### config.mk
export PLATFORM = sky130hd
export DESIGN_NAME = load_store_unit
export DESIGN_NICKNAME = d
export VERILOG_FILES = /design/src/rtl/lsu_pkg.sv /design/src/rtl/lsu_beat_timer.sv /design/src/rtl/load_store_unit.sv
export SDC_FILE = /design/constraint.sdc
export NUM_CORES = 1
export LEC_CHECK = 0
export CAP_MARGIN = 20
export CORE_UTILIZATION = 25
export CTS_CLUSTER_DIAMETER = 50
export DETAILED_ROUTE_END_ITERATION = 10
export GPL_TIMING_DRIVEN = 1
export SYNTH_ARGS = -nofsm -noshare
export SYNTH_HDL_FRONTEND = slang
export SYNTH_SLANG_ARGS = --single-unit
export TNS_END_PERCENT = 20
### constraint.sdc
create_clock -name CLK -period 7.4 [get_ports CLK]
set_clock_uncertainty 0.2 [all_clocks]
set_input_delay 2.22 -clock CLK [delete_from_list [all_inputs] [get_ports CLK]]
set_output_delay 2.22 -clock CLK [all_outputs]
set_load 0.02 [all_outputs]
### src/rtl/lsu_pkg.sv
// Shared types and constants for the load/store unit and the control unit
// that drives its direction inputs.
package lsu_pkg;

    typedef enum logic [1:0] {
        IDLE = 2'd0,
        XFER = 2'd1,
        DONE = 2'd2
    } lsu_state_e;

    localparam int LANES = 4;

    // Direction encoding as {MemRead, MemWrite}
    localparam logic [1:0] DIR_NONE  = 2'b00;
    localparam logic [1:0] DIR_STORE = 2'b01;
    localparam logic [1:0] DIR_LOAD  = 2'b10;
    localparam logic [1:0] DIR_BOTH  = 2'b11;

    function automatic logic dir_legal(input logic [1:0] dir);
        return (dir == DIR_LOAD) || (dir == DIR_STORE);
    endfunction

endpackage

### src/rtl/lsu_beat_timer.sv
// Per-byte wait counter: counts cycles without mem_ack and flags the last
// permitted cycle so the caller can abort on the next missing ack.
module lsu_beat_timer #(
    parameter int TIMEOUT = 15
) (
    input  logic clk_i,
    input  logic rst_n_i,
    input  logic clr_i,
    input  logic inc_i,
    output logic expired_o
);

    localparam logic [7:0] LIMIT = 8'(TIMEOUT - 1);

    logic [7:0] cnt_q;
    logic [7:0] cnt_d;

    always_comb begin
        cnt_d = cnt_q;
        if (clr_i) begin
            cnt_d = '0;
        end else if (inc_i) begin
            cnt_d = cnt_q + 8'd1;
        end
    end

    always_ff @(posedge clk_i or negedge rst_n_i) begin
        if (!rst_n_i) begin
            cnt_q <= '0;
        end else begin
            cnt_q <= cnt_d;
        end
    end

    // High when one more un-acked cycle would reach TIMEOUT
    assign expired_o = (cnt_q == LIMIT);

endmodule

### src/rtl/load_store_unit.sv
// Word load/store stage moving 32-bit data over a byte-wide memory port,
// little-endian, one byte per acknowledged beat.
//
// state | meaning
// IDLE  | ready for a request, no memory strobes
// XFER  | walking bytes 0..3, strobe held until each beat is acked
// DONE  | one-cycle response pulse, then back to IDLE
module load_store_unit #(
    parameter int ADDR_W  = 20,
    parameter int TIMEOUT = 15
) (
    input  logic              CLK,
    input  logic              RESET_N,
    input  logic              req_valid,
    output logic              req_ready,
    input  logic              MemRead,
    input  logic              MemWrite,
    input  logic [31:0]       ALUOut,
    input  logic [31:0]       ReadData2,
    output logic [31:0]       ReadData3,
    output logic              rsp_valid,
    output logic              rsp_err,
    output logic              stall,
    output logic [ADDR_W-1:0] mem_addr,
    output logic [7:0]        mem_wdata,
    output logic              mem_re,
    output logic              mem_we,
    input  logic [7:0]        mem_rdata,
    input  logic              mem_ack
);
    import lsu_pkg::*;

    localparam logic [1:0] LAST_IDX = 2'(LANES - 1);

    lsu_state_e        state_q, state_d;
    logic [ADDR_W-1:0] addr_q, addr_d;
    logic [31:0]       wdata_q, wdata_d;
    logic [31:0]       asm_q, asm_d;
    logic [31:0]       rdata_q, rdata_d;
    logic              load_q, load_d;
    logic              err_q, err_d;
    logic [1:0]        idx_q, idx_d;

    logic [1:0] dir;
    logic [4:0] lane_lsb;
    logic       in_xfer;
    logic       tmr_clr, tmr_inc, tmr_expired;
    logic       unused_addr_hi;

    assign dir            = {MemRead, MemWrite};
    assign lane_lsb       = {idx_q, 3'b000};
    assign in_xfer        = (state_q == XFER);
    assign unused_addr_hi = ^ALUOut[31:ADDR_W];

    assign tmr_inc = in_xfer && !mem_ack;
    assign tmr_clr = !tmr_inc;

    lsu_beat_timer #(
        .TIMEOUT (TIMEOUT)
    ) u_beat_timer (
        .clk_i     (CLK),
        .rst_n_i   (RESET_N),
        .clr_i     (tmr_clr),
        .inc_i     (tmr_inc),
        .expired_o (tmr_expired)
    );

    always_comb begin
        state_d = state_q;
        addr_d  = addr_q;
        wdata_d = wdata_q;
        load_d  = load_q;
        err_d   = err_q;
        idx_d   = idx_q;
        asm_d   = asm_q;
        rdata_d = rdata_q;

        case (state_q)
            IDLE: begin
                if (req_valid) begin
                    addr_d  = ALUOut[ADDR_W-1:0];
                    wdata_d = ReadData2;
                    load_d  = (dir == DIR_LOAD);
                    idx_d   = '0;
                    asm_d   = '0;
                    if (dir_legal(dir) && (ALUOut[1:0] == 2'b00)) begin
                        state_d = XFER;
                        err_d   = 1'b0;
                    end else begin
                        state_d = DONE;
                        err_d   = 1'b1;
                        rdata_d = '0;
                    end
                end
            end
            XFER: begin
                if (mem_ack) begin
                    if (load_q) begin
                        asm_d[lane_lsb +: 8] = mem_rdata;
                    end
                    idx_d = idx_q + 2'd1;
                    if (idx_q == LAST_IDX) begin
                        state_d = DONE;
                        rdata_d = load_q ? asm_d : '0;
                    end
                end else if (tmr_expired) begin
                    state_d = DONE;
                    err_d   = 1'b1;
                    rdata_d = '0;
                end
            end
            DONE: begin
                state_d = IDLE;
            end
            default: begin
                state_d = IDLE;
            end
        endcase
    end

    always_ff @(posedge CLK or negedge RESET_N) begin
        if (!RESET_N) begin
            state_q <= IDLE;
            addr_q  <= '0;
            wdata_q <= '0;
            load_q  <= 1'b0;
            err_q   <= 1'b0;
            idx_q   <= '0;
            asm_q   <= '0;
            rdata_q <= '0;
        end else begin
            state_q <= state_d;
            addr_q  <= addr_d;
            wdata_q <= wdata_d;
            load_q  <= load_d;
            err_q   <= err_d;
            idx_q   <= idx_d;
            asm_q   <= asm_d;
            rdata_q <= rdata_d;
        end
    end

    assign req_ready = (state_q == IDLE);
    assign stall     = (state_q != IDLE);
    assign rsp_valid = (state_q == DONE);
    assign rsp_err   = rsp_valid && err_q;
    assign ReadData3 = rdata_q;

    // Address and data are forced to zero outside XFER so the port is quiet
    assign mem_re    = in_xfer && load_q;
    assign mem_we    = in_xfer && !load_q;
    assign mem_addr  = in_xfer ? (addr_q + {{(ADDR_W-2){1'b0}}, idx_q}) : '0;
    assign mem_wdata = in_xfer ? wdata_q[lane_lsb +: 8] : '0;

endmodule

# ---- Word-level counts from Yosys, hierarchy flattened
# Index checks and enable logic that the tools add are counted.
dict set report classes {
  n_eq_ne 13
  shift 3
  n_addsub 4
  n_mux 29
  n_reduce_logical 17
}
# operator count
set op_table {}
lappend op_table {{$mux 32} 9}
lappend op_table {{$pmux 32 s2} 2}
lappend op_table {{$bwmux 32} 1}
lappend op_table {{$shift 8x7->32 const A} 1}
lappend op_table {{$shiftx 32x6->8} 1}
lappend op_table {{$shiftx 8x7->32} 1}
lappend op_table {{$add 20x2->20} 1}
lappend op_table {{$mux 20} 1}
lappend op_table {{$mux 8} 2}
lappend op_table {{$mux 2} 7}
lappend op_table {{$add 8x1->8 const B} 1}
lappend op_table {{$eq 8x4->1 const B} 1}
lappend op_table {{$ne 2x2->1 const B} 4}
lappend op_table {{$pmux 2 s2} 2}
lappend op_table {{$neg 5->7} 1}
lappend op_table {{$eq 2x2->1 const B} 3}
lappend op_table {{$ne 3x2->1 const B} 2}
lappend op_table {{$reduce_and 3->1} 2}
lappend op_table {{$logic_and 1x1->1} 5}
lappend op_table {{$reduce_and 5->1} 1}
lappend op_table {{$eq 2x1->1 const B} 2}
lappend op_table {{$logic_not 2->1} 2}
lappend op_table {{$mux 1} 4}
lappend op_table {{$reduce_and 4->1} 1}
lappend op_table {{7 further kinds} 9}
dict set report word_totals {
  regBits 130
  in_bits 78
  output_inout_bits 66
  elab_cells 75
}

# ---- Logic depth before layout (Yosys ltp)
# Gate-level depths: netlist of run 1.
dict set report depth {
  ltp_word 8
  mapped_depth 9
  depth_no_buf 6
}

# ---- Hierarchy
# A second synthesis of run 1 with hierarchy kept.
dict set report hier_totals {
  cells_unflattened 656
  area_unflattened_um2 6120.9
}
# mod area_each_um2 seq_area_each_um2 cells_each n_inst
set modules_own_cells {}
lappend modules_own_cells {load_store_unit 5694.2 3052.9 614 1}
lappend modules_own_cells {lsu_beat_timer 426.7 200.2 42 1}

# ---- Worst setup path after synthesis of run 1
# No wires, ideal clock.
dict set report synth_timing {
  path_kind {register to output}
  from {register idx_q[1]}
  to {output port mem_addr[19]}
  stages_incl_launch_ff 6
  required_time_ps 4980
  slack_ps 2914
  n_path_buf 0
  arrival_time_ps 2066
  path_cell_list {dfrtp_1 ha_1 a21o_1 or4b_4 or3_1 a21oi_1}
}
dict set report synth_via {
  elab_chain_len 2
}
# item line
set synth_rtl {}
lappend synth_rtl {{start: declaration} load_store_unit.sv:42} ;# logic [1:0] idx_q, idx_d;
lappend synth_rtl {{start signal: assignment} load_store_unit.sv:137} ;# idx_q <= idx_d;
lappend synth_rtl {{$add 20x2->20} load_store_unit.sv:152} ;# assign mem_addr = in_xfer ? (addr_q + {{(ADDR_W-2){1'b0}}, idx_q}) : '0;
lappend synth_rtl {{$mux 20} load_store_unit.sv:152}
lappend synth_rtl {{end: declaration} load_store_unit.sv:24} ;# output logic [ADDR_W-1:0] mem_addr,
# Every way passes these cells.

# ---- Worst setup path after layout of run 1
dict set report layout_timing {
  from {register idx_q[1]}
  to {output port mem_addr[16]}
}
# The elaborated chain is that of the path after synthesis.

==> flow_metrics.py, run 1 <==
metrics = {
    "status": {
        "outcome": "finished, final reports clean",
    },
    "placement": {
        "dp.final_hpwl_mm": 11.5,
        "finalWeightedCongestion": 0.784,
        "port_buf_inserts": 131,
        "placement.cell_area_um2": 8010,
    },
    "synth": {
        "yosysWarningCount": 0,
        "synthMuxAreaShare": 0.0851,
        "synth_ff_type": "dfrtp_1",
        "yosys-top-cells-area": "dfrtp_1, nand2_1, mux2_2",
        "synthesis.nets": 745,
        "synth-compound-area-share": 0.107,
        "dominant_combinational_cell_family_by_area_after_synthesis": "simple AND/OR/NAND/NOR gates",
        "synthDominantAreaCellType": "dfrtp_1",
        "number_of_flops_mapped_to_enable_cells_by_yosys": 0,
        "synth.most_common_cell": "nand2_1",
        "post_synth_fa_ha_maj_area_fraction": 0.0245,
        "post_synth.cell_area_avg_um2": 9.84,
        "netlist_top_cells_count": "nand2_1, dfrtp_1, nor2_1, a22o_1, clkbuf_1",
        "asyncSetResetFlopFracSynth": 1.00,
        "synth.distinct_cells": 53,
        "synthDominantCellAreaShare": 0.505,
        "synth-xor-area-share": 0.0245,
        "syn_area_um2": 6440,
        "synth.yosys.seq_area_share": 0.505,
        "ys_seq_elements": 130,
        "post_synth_and_or_nand_nor_area_fraction": 0.215,
        "synthCells": 655,
    },
    "cts": {
        "cts_post_setup_buffers_inserted": 0,
        "cts.root.buffer_cell": "clkbuf_16",
        "clock_sinks": 130,
        "cts-htree-levels": 4,
        "hold_buffers": 0,
        "tritoncts_clock_tree": "built",
        "tritoncts.num_buffers": 17,
        "cts.clk_slew.worst_paths_ns": 0.05,
        "cts_repair_resize_count": 0,
        "clk_latency_ns": 0.42,
        "cts-root-to-sink-buffers": 2,
    },
    "detailed_routing": {
        "dr.first_iter.drc_count": 278,
        "drc_errors": 0,
        "vias": 5053,
        "drtPass1Iterations": 5,
        "avgViaCountPerCell": 4.57,
        "final_routed_wire_length_divided_by_cell_count_um": 15.4,
        "route.antenna.remaining_nets": 0,
        "final_routed_wirelength_across_all_metal_layers_mm": 17.0,
    },
    "worst_setup_path": {
        "worst_r2r_endpoint": "asm_q[18]$_DFFE_PN0P_",
        "crit_required_ns": 4.98,
        "worst-setup-path-type": "register to primary output",
        "worst-endpoint-arrival_ns": 3.50,
        "crit_path_end_kind": "primary output",
        "reg2reg_depth": 5,
        "r2r_start": "idx_q[1]$_DFFE_PN0P_",
        "rrSetupSlack_ns": 4.52,
        "worst_setup_path_start_kind": "register",
        "worstPathMaxFanout": 14,
    },
    "layout": {
        "num-fill-cells": 2593,
        "fin_nets": 853,
        "antenna_cells_inserted": 0,
        "final_layout_size_suffix_gt1_frac": 0.112,
        "area.growth.synth_to_final_pct": 34.0,
        "stdcell_area_um2": 8640,
    },
    "sta": {
        "worstMarginPinSlew_ns": 1.03,
        "min_period_ns": 5.92,
        "setup_violations": 0,
        "post-route-period-util": 0.800,
        "fin_setup_tns_ns": 0,
        "max_slew_margin": 0.313,
        "max_freq_mhz": 169,
        "final-max-slew-violation-count": 0,
        "unrepaired_setup_endpoints_after_global_routing": "false",
        "number_of_hold_violations_in_the_final_report": 0,
    },
    "grt": {
        "global_route.usage.total": 0.133,
        "gr-total-overflow": 0,
        "antenna_found_initial": 0,
        "grt_first_pass_wirelength_mm": 27.3,
        "pin_count_of_the_biggest_net_entering_global_routing": 84,
        "via_count_of_the_first_global_routing_pass": 5021,
    },
    "pwr": {
        "cellLeakagePower_nw": 3.79,
        "power.ir.vdd_worst_mv": 0.117,
        "power_per_cell_area_nw_per_um2": 304,
    },
    "hold_path": {
        "hold_path.startpoint": "wdata_q[20]$_DFFE_PN0P_",
        "whs_path_depth": 2,
        "hp-class": "register to register",
        "hold_path_end": "wdata_q[20]$_DFFE_PN0P_",
    },
    "die": {
        "initial_utilization": 0.255,
        "floorplan.die.height_um": 163,
        "num_rows": 58,
        "io-pin-count": 144,
        "design.die.area_um2": 26400,
        "floorplan_core_area_um2": 25300,
        "floorplan.die.width_um": 163,
    },
    "job": {
        "maxCapViolations": 0,
    },
}
## worst max-delay path, cell delays in order (launching register included)
cell and delay [ns]:
dfrtp_1 0.79, fa_1 0.43, nand2_1 0.14, nor4_1 0.74
a31oi_1 0.17, a41o_1 0.24, clkdlybuf4s50_1 0.56
## layer usage
layer | vias to the layer above | global-route usage | wire (um)
met1 | 2421 | 0.177 | 7880
met4 | 0 | 0.0323 | 153
met2 | 146 | 0.210 | 7930
li1 | 2471 | - | -
met5 | - | 0 | 0
met3 | 15 | 0.0420 | 1030
## metrics by stage
step                worst slack [ns]  total power, mW  hold WS [ns]  std cells  utilization
floorplan                       2.91             1.49         0.240        655            -
global placement                1.90             1.73         0.254       1074        0.317
detailed placement              1.91             1.75         0.257       1074        0.317
CTS                             1.45             2.66         0.271       1106        0.342
global route                    1.24             2.78         0.293       1106        0.342
finish                          1.48             2.62         0.270       1106        0.342
## area by class of cell
| class | count | area, um2 | share of cell area |
|---|---|---|---|
| Timing Repair Buffer | 138 | 1370 | 0.158 |
| Clock buffer | 23 | 468 | 0.0542 |
| Multi-Input combinational cell | 466 | 2950 | 0.341 |
| Tap cell | 330 | 413 | 0.0478 |
| Clock inverter | 9 | 154 | 0.0178 |
| Sequential cell | 130 | 3250 | 0.377 |
| Inverter | 10 | 37.5 | 0.00435 |
## how the worst max path moves through the flow
| stage | start | cells after the start | end | slack (ns) |
|---|---|---|---|---|
| floorplan | idx_q[1]$_DFFE_PN0P_ | 5 | mem_addr[19] | 2.91 |
| global placement | idx_q[1]$_DFFE_PN0P_ | 6 | mem_addr[18] | 1.90 |
| detailed placement | idx_q[1]$_DFFE_PN0P_ | 6 | mem_addr[14] | 1.91 |
| CTS | idx_q[1]$_DFFE_PN0P_ | 6 | mem_addr[14] | 1.45 |
| global route | idx_q[1]$_DFFE_PN0P_ | 6 | mem_addr[18] | 1.24 |
| finish | idx_q[1]$_DFFE_PN0P_ | 6 | mem_addr[16] | 1.48 |
## registers in the layout (all words and copies together), names as in the netlist
signal              cells
state_q                 2
u_beat_timer.cnt_q      8
asm_q                  32
load_q                  1
wdata_q                32
addr_q                 20
idx_q                   2
ReadData3              32
err_q                   1
## where the power goes
part | switching, mW | internal (mW)
combinational | 0.398 | 0.308
clock | 0.316 | 0.581
sequential | 0.151 | 0.869
total | 0.865 | 1.76
## logic make-up (layout without fill, tap and decap cells)
| kind of cell | count (synthesis) | count (layout) |
|---|---|---|
| compound gates | 92 | 92 |
| xor+xnor | 18 | 18 |
| fa+ha+maj | 12 | 12 |
| buf+inv | 59 | 180 |
| flops | 130 | 130 |
| mux | 40 | 40 |
| simple gates | 304 | 304 |
## cell usage in the layout (no fill, tap or decap), types with 8 or more instances in the layout
cell | netlist | final
a22o_1 | 32 | 32
xnor2_1 | 9 | 9
ha_1 | 11 | 11
nor2b_1 | 13 | 12
dfrtp_1 | 130 | 130
nand2_1 | 173 | 172
inv_1 | 10 | 10
nand4_1 | 12 | 12
clkbuf_16 | 0 | 17
clkdlybuf4s50_1 | 0 | 130
nand3_1 | 11 | 11
mux2_2 | 30 | 30
and2_1 | 16 | 15
xor2_1 | 9 | 9
nor2_1 | 51 | 51
o21ai_0 | 8 | 8
mux4_2 | 8 | 8
a21oi_1 | 19 | 19
a32oi_1 | 16 | 16
Power figures use the tool's default switching activity.
==> run 2: changes to the inputs <==
==> constraint.sdc (replaced) <==
create_clock -name CLK -period 5 [get_ports CLK]
set_clock_uncertainty 0.2 [all_clocks]
set_input_delay 1.5 -clock CLK [delete_from_list [all_inputs] [get_ports CLK]]
set_output_delay 1.5 -clock CLK [all_outputs]
set_load 0.02 [all_outputs]
==> flow_metrics.py, run 2 (synthesized netlist as in run 1, its figures left out) <==
metrics = {
    "status": {
        "outcome": "finished, final reports clean",
    },
    "grt": {
        "global_route.usage.total": 0.138,
        "via_count_of_the_first_global_routing_pass": 5053,
        "antenna_found_initial": 0,
        "pin_count_of_the_biggest_net_entering_global_routing": 74,
        "grt_first_pass_wirelength_mm": 28.1,
        "gr-total-overflow": 0,
    },
    "detailed_routing": {
        "final_routed_wire_length_divided_by_cell_count_um": 15.7,
        "drc_errors": 0,
        "vias": 5095,
        "final_routed_wirelength_across_all_metal_layers_mm": 17.4,
        "routed-wl-met3_mm": 1.18,
        "route.antenna.remaining_nets": 0,
        "drt-met1-wl_mm": 7.93,
        "avgViaCountPerCell": 4.60,
        "dr.first_iter.drc_count": 303,
        "highest_metal_layer_with_signal_wires": "met4",
        "drtPass1Iterations": 4,
        "dr_wl_met2_mm": 8.16,
    },
    "cts": {
        "tritoncts_clock_tree": "built",
        "hold_buffers": 0,
        "cts.root.buffer_cell": "clkbuf_16",
        "cts_post_setup_buffers_inserted": 0,
        "cts-htree-levels": 4,
        "clock_sinks": 130,
        "clk_latency_ns": 0.42,
        "cts.clk_slew.worst_paths_ns": 0.06,
        "tritoncts.num_buffers": 17,
        "cts-root-to-sink-buffers": 2,
        "cts_repair_resize_count": 0,
    },
    "sta": {
        "unrepaired_setup_endpoints_after_global_routing": "false",
        "setup_violations": 0,
        "number_of_hold_violations_in_the_final_report": 0,
        "fin_setup_tns_ns": 0,
        "min_period_ns": 4.65,
        "max_slew_margin": 0.327,
        "finalHoldWorstSlack_ns": 0.271,
        "max_freq_mhz": 215,
        "worstMarginPinSlew_ns": 1.01,
        "post-route-period-util": 0.929,
        "worst_slack_ns": 0.353,
        "final-max-slew-violation-count": 0,
    },
    "worst_setup_path": {
        "crit_required_ns": 3.30,
        "cpPeakStageDelay_ns": 0.55,
        "reg2reg_depth": 6,
        "cp_cell_sequence": "fa_1, nand2_1, nor4_2, a31oi_1, a41o_1, clkdlybuf4s50_1",
        "r2r_start": "idx_q[0]$_DFFE_PN0P_",
        "worst_r2r_endpoint": "asm_q[10]$_DFFE_PN0P_",
        "rrSetupSlack_ns": 2.33,
        "worst_setup_path_start_kind": "register",
        "worst-endpoint-arrival_ns": 2.95,
        "crit_path_end_kind": "primary output",
        "slowest_stage": "clkdlybuf4s50_1",
        "worst-setup-path-type": "register to primary output",
        "worstPathMaxFanout": 7,
    },
    "placement": {
        "finalWeightedCongestion": 0.763,
        "placement.cell_area_um2": 8030,
        "dp.final_hpwl_mm": 11.7,
        "port_buf_inserts": 131,
        "pre_cts_slack_ns": 0.516,
    },
    "die": {
        "initial_utilization": 0.255,
        "floorplan.die.width_um": 163,
        "floorplan.die.height_um": 163,
        "io-pin-count": 144,
        "num_rows": 58,
        "design.die.area_um2": 26400,
        "floorplan_core_area_um2": 25300,
    },
    "hold_path": {
        "hp-class": "register to register",
        "whs_path_depth": 2,
        "hold_path.startpoint": "wdata_q[7]$_DFFE_PN0P_",
        "hold_path_end": "wdata_q[7]$_DFFE_PN0P_",
    },
    "pwr": {
        "cellLeakagePower_nw": 3.80,
        "power.ir.vdd_worst_mv": 0.198,
        "power.total_mw": 3.79,
        "power_per_cell_area_nw_per_um2": 440,
    },
    "layout": {
        "final_layout_size_suffix_gt1_frac": 0.117,
        "area.growth.synth_to_final_pct": 33.9,
        "fin_nets": 854,
        "antenna_cells_inserted": 0,
        "commonest_non_fill_non_tap_cells_in_the_layout": "nand2_1, dfrtp_1, clkdlybuf4s50_1",
        "layout_commonest_cell": "nand2_1",
        "stdcell_area_um2": 8620,
    },
    "job": {
        "maxCapViolations": 0,
    },
}
==> run 2: cell types whose count changed in the layout (fill, tap and decap cells not counted), sizes merged <==
cell,previous run,this run
buf,8,9
bufinv,4,2
clkbuf,23,22
clkdlybuf4s50,130,129
clkinv,3,5
clkinvlp,2,3
dlymetal6s2s,0,1
==> run 2: worst max-delay path: cells and delay by family, from the launching register on <==
| kind | cells | cell delay, ns |
|---|---|---|
| AO/OA/AOI/OAI | 2 | 0.39 |
| adder cells (fa/ha/maj) | 1 | 0.39 |
| buffers and inverters | 1 | 0.55 |
| flip-flops | 1 | 0.54 |
| AND/OR/NAND/NOR | 2 | 0.68 |
==> run 2: cell type report <==
class | instances | area (um2)
clock buffers | 22 | 474
clock inverters | 10 | 108
fillers | 2587 | 16600
inverters | 10 | 37.5
multi-input cells | 466 | 2950
flip-flops and latches | 130 | 3250
well taps | 330 | 413
repair buffers | 139 | 1390
==> run 2: worst max path at each step <==
stage / startpoint / end / cells past startpoint
after floorplan: idx_q[1]$_DFFE_PN0P_ / mem_addr[19] / 5
after global routing: idx_q[1]$_DFFE_PN0P_ / mem_addr[18] / 6
final: idx_q[1]$_DFFE_PN0P_ / mem_addr[16] / 6
after detailed placement: idx_q[1]$_DFFE_PN0P_ / mem_addr[16] / 6
after global placement: idx_q[1]$_DFFE_PN0P_ / mem_addr[19] / 6
after CTS: idx_q[1]$_DFFE_PN0P_ / mem_addr[16] / 6
==> run 2: routing by layer <==
layer / global-route usage / up-vias
met4: 0.0319 / 0
met1: 0.182 / 2451
li1: - / 2467
met2: 0.219 / 165
met5: 0 / -
met3: 0.0456 / 12
==> run 2: where the power goes <==
group / switching, mW / internal, mW
sequential: 0.219 / 1.29
clock: 0.465 / 0.768
combinational: 0.593 / 0.458
==> run 2: stage by stage <==
stage | cells | utilization
floorplan | 655 | -
global placement | 1075 | 0.318
detailed placement | 1075 | 0.318
CTS | 1107 | 0.341
global route | 1107 | 0.342
finish | 1107 | 0.342
==> run 3: changes to the inputs <==
==> constraint.sdc (replaced) <==
create_clock -name CLK -period 4.7 [get_ports CLK]
set_clock_uncertainty 0.2 [all_clocks]
set_input_delay 1.41 -clock CLK [delete_from_list [all_inputs] [get_ports CLK]]
set_output_delay 1.41 -clock CLK [all_outputs]
set_load 0.02 [all_outputs]
==> flow_metrics.py, run 3 (synthesized netlist as in run 1, its figures left out) <==
metrics = {
    "worst_setup_path": {
        "worst-setup-path-type": "register to primary output",
        "crit_required_ns": 3.09,
        "rrSetupSlack_ns": 2.05,
        "worst-endpoint-arrival_ns": 2.84,
        "worstPathMaxFanout": 13,
        "reg2reg_depth": 6,
        "r2r_start": "idx_q[0]$_DFFE_PN0P_",
        "crit_path_end_kind": "primary output",
        "worst_r2r_endpoint": "asm_q[19]$_DFFE_PN0P_",
        "worst_setup_path_start_kind": "register",
    },
    "die": {
        "initial_utilization": 0.255,
        "floorplan.die.width_um": 163,
        "floorplan.die.height_um": 163,
        "num_rows": 58,
        "design.die.area_um2": 26400,
        "floorplan_core_area_um2": 25300,
        "io-pin-count": 144,
    },
    "sta": {
        "min_period_ns": 4.45,
        "setup_violations": 0,
        "number_of_hold_violations_in_the_final_report": 0,
        "fin_setup_tns_ns": 0,
        "worstMarginPinSlew_ns": 0.757,
        "max_freq_mhz": 225,
        "unrepaired_setup_endpoints_after_global_routing": "false",
        "post-route-period-util": 0.947,
        "final-max-slew-violation-count": 0,
        "max_slew_margin": 0.495,
    },
    "detailed_routing": {
        "avgViaCountPerCell": 4.59,
        "route.antenna.remaining_nets": 0,
        "drc_errors": 0,
        "vias": 5090,
        "drtPass1Iterations": 4,
        "dr.first_iter.drc_count": 319,
        "final_routed_wire_length_divided_by_cell_count_um": 15.5,
        "final_routed_wirelength_across_all_metal_layers_mm": 17.2,
    },
    "pwr": {
        "power.total_mw": 4.09,
        "power.ir.vdd_worst_mv": 0.192,
        "cellLeakagePower_nw": 3.83,
        "power_per_cell_area_nw_per_um2": 472,
    },
    "layout": {
        "area.growth.synth_to_final_pct": 34.5,
        "commonest_non_fill_non_tap_cells_in_the_layout": "nand2_1, dfrtp_1, clkdlybuf4s50_1",
        "fin_nets": 857,
        "layout_commonest_cell": "nand2_1",
        "antenna_cells_inserted": 0,
        "final_layout_size_suffix_gt1_frac": 0.119,
        "finalCoreUtilization": 0.343,
    },
    "cts": {
        "cts-root-to-sink-buffers": 2,
        "cts-htree-levels": 4,
        "clk_latency_ns": 0.41,
        "tritoncts_clock_tree": "built",
        "cts.root.buffer_cell": "clkbuf_16",
        "clock_sinks": 130,
        "hold_buffers": 0,
        "tritoncts.num_buffers": 17,
        "cts.clk_slew.worst_paths_ns": 0.06,
    },
    "job": {
        "maxCapViolations": 0,
    },
    "placement": {
        "dp.final_hpwl_mm": 11.7,
        "finalWeightedCongestion": 0.788,
        "port_buf_inserts": 131,
    },
    "hold_path": {
        "hp-class": "register to register",
        "hold_path.startpoint": "wdata_q[1]$_DFFE_PN0P_",
        "whs_path_depth": 2,
        "hold_path_end": "wdata_q[1]$_DFFE_PN0P_",
    },
    "grt": {
        "antenna_found_initial": 0,
        "global_route.usage.total": 0.134,
        "via_count_of_the_first_global_routing_pass": 5025,
        "gr-total-overflow": 0,
        "pin_count_of_the_biggest_net_entering_global_routing": 74,
        "grt_first_pass_wirelength_mm": 27.5,
    },
    "status": {
        "outcome": "finished, final reports clean",
    },
}
-- run 3: changes by cell type in the layout (fill, tap and decap cells not counted) --
cell / before / now
bufinv_16: 2 / 3
clkinvlp_4: 3 / 1
nor4_1: 1 / 2
nor4_2: 1 / 0
clkinv_4: 0 / 1
buf_4: 7 / 10
-- run 3: routing by layer --
| layer | vias to the layer above | track usage | routed length, um |
|---|---|---|---|
| li1 | 2477 | - | - |
| met1 | 2472 | 0.178 | 8020 |
| met2 | 134 | 0.211 | 8040 |
| met3 | 7 | 0.0463 | 1070 |
| met4 | 0 | 0.0280 | 102 |
| met5 | - | 0 | 0 |
-- run 3: per-stage QoR --
step | instance area, um2 | hold WS [ns] | worst slack, ns | cells
floorplan | 6440 | 0.240 | 1.02 | 655
CTS | 8660 | 0.274 | 0.0489 | 1110
global route | 8660 | 0.284 | 0.0527 | 1110
detailed placement | 8060 | 0.258 | 0.517 | 1078
finish | 8660 | 0.271 | 0.251 | 1110
global placement | 8060 | 0.255 | 0.513 | 1078
-- run 3: worst max path at each step --
stage | startpoint | end | slack, ns | cells past startpoint
after detailed placement | addr_q[1]$_DFFE_PN0P_ | mem_addr[19] | 0.52 | 6
after CTS | addr_q[1]$_DFFE_PN0P_ | mem_addr[19] | 0.05 | 6
after global placement | addr_q[1]$_DFFE_PN0P_ | mem_addr[19] | 0.51 | 6
final | idx_q[1]$_DFFE_PN0P_ | mem_addr[16] | 0.25 | 8
after global routing | idx_q[1]$_DFFE_PN0P_ | mem_addr[16] | 0.05 | 8
after floorplan | idx_q[1]$_DFFE_PN0P_ | mem_addr[19] | 1.02 | 5
-- run 3: final cells by class --
cell class	instances	area, um2
Inverter	10	37.5
Clock buffer	22	474
Timing Repair Buffer	142	1410
Multi-Input combinational cell	466	2950
Clock inverter	10	131
Tap cell	330	413
Fill cell	2581	16600
Sequential cell	130	3250
-- run 3: worst max-delay path: stages, from the launching register on --
cell and delay, ns:
dfrtp_1 0.38, buf_4 0.22, fa_1 0.52, nand2_1 0.16, nor4_1 0.07, buf_4 0.15
a31oi_1 0.17, a41o_1 0.14, clkdlybuf4s50_1 0.61
-- run 3: repair_timing --
| item | in CTS | in global routing |
|---|---|---|
| buffers inserted | 0 | 0 |
| gates resized for setup | 0 | 1 |
| setup endpoints to repair | 0 | 1 |
-- run 3: power breakdown --
| group | leakage (nW) | switching, mW | total (mW) | internal (mW) |
|---|---|---|---|---|
| Clock | 0.300 | 0.492 | 1.36 | 0.873 |
| Sequential | 1.72 | 0.228 | 1.60 | 1.37 |
| Combinational | 1.81 | 0.636 | 1.13 | 0.493 |
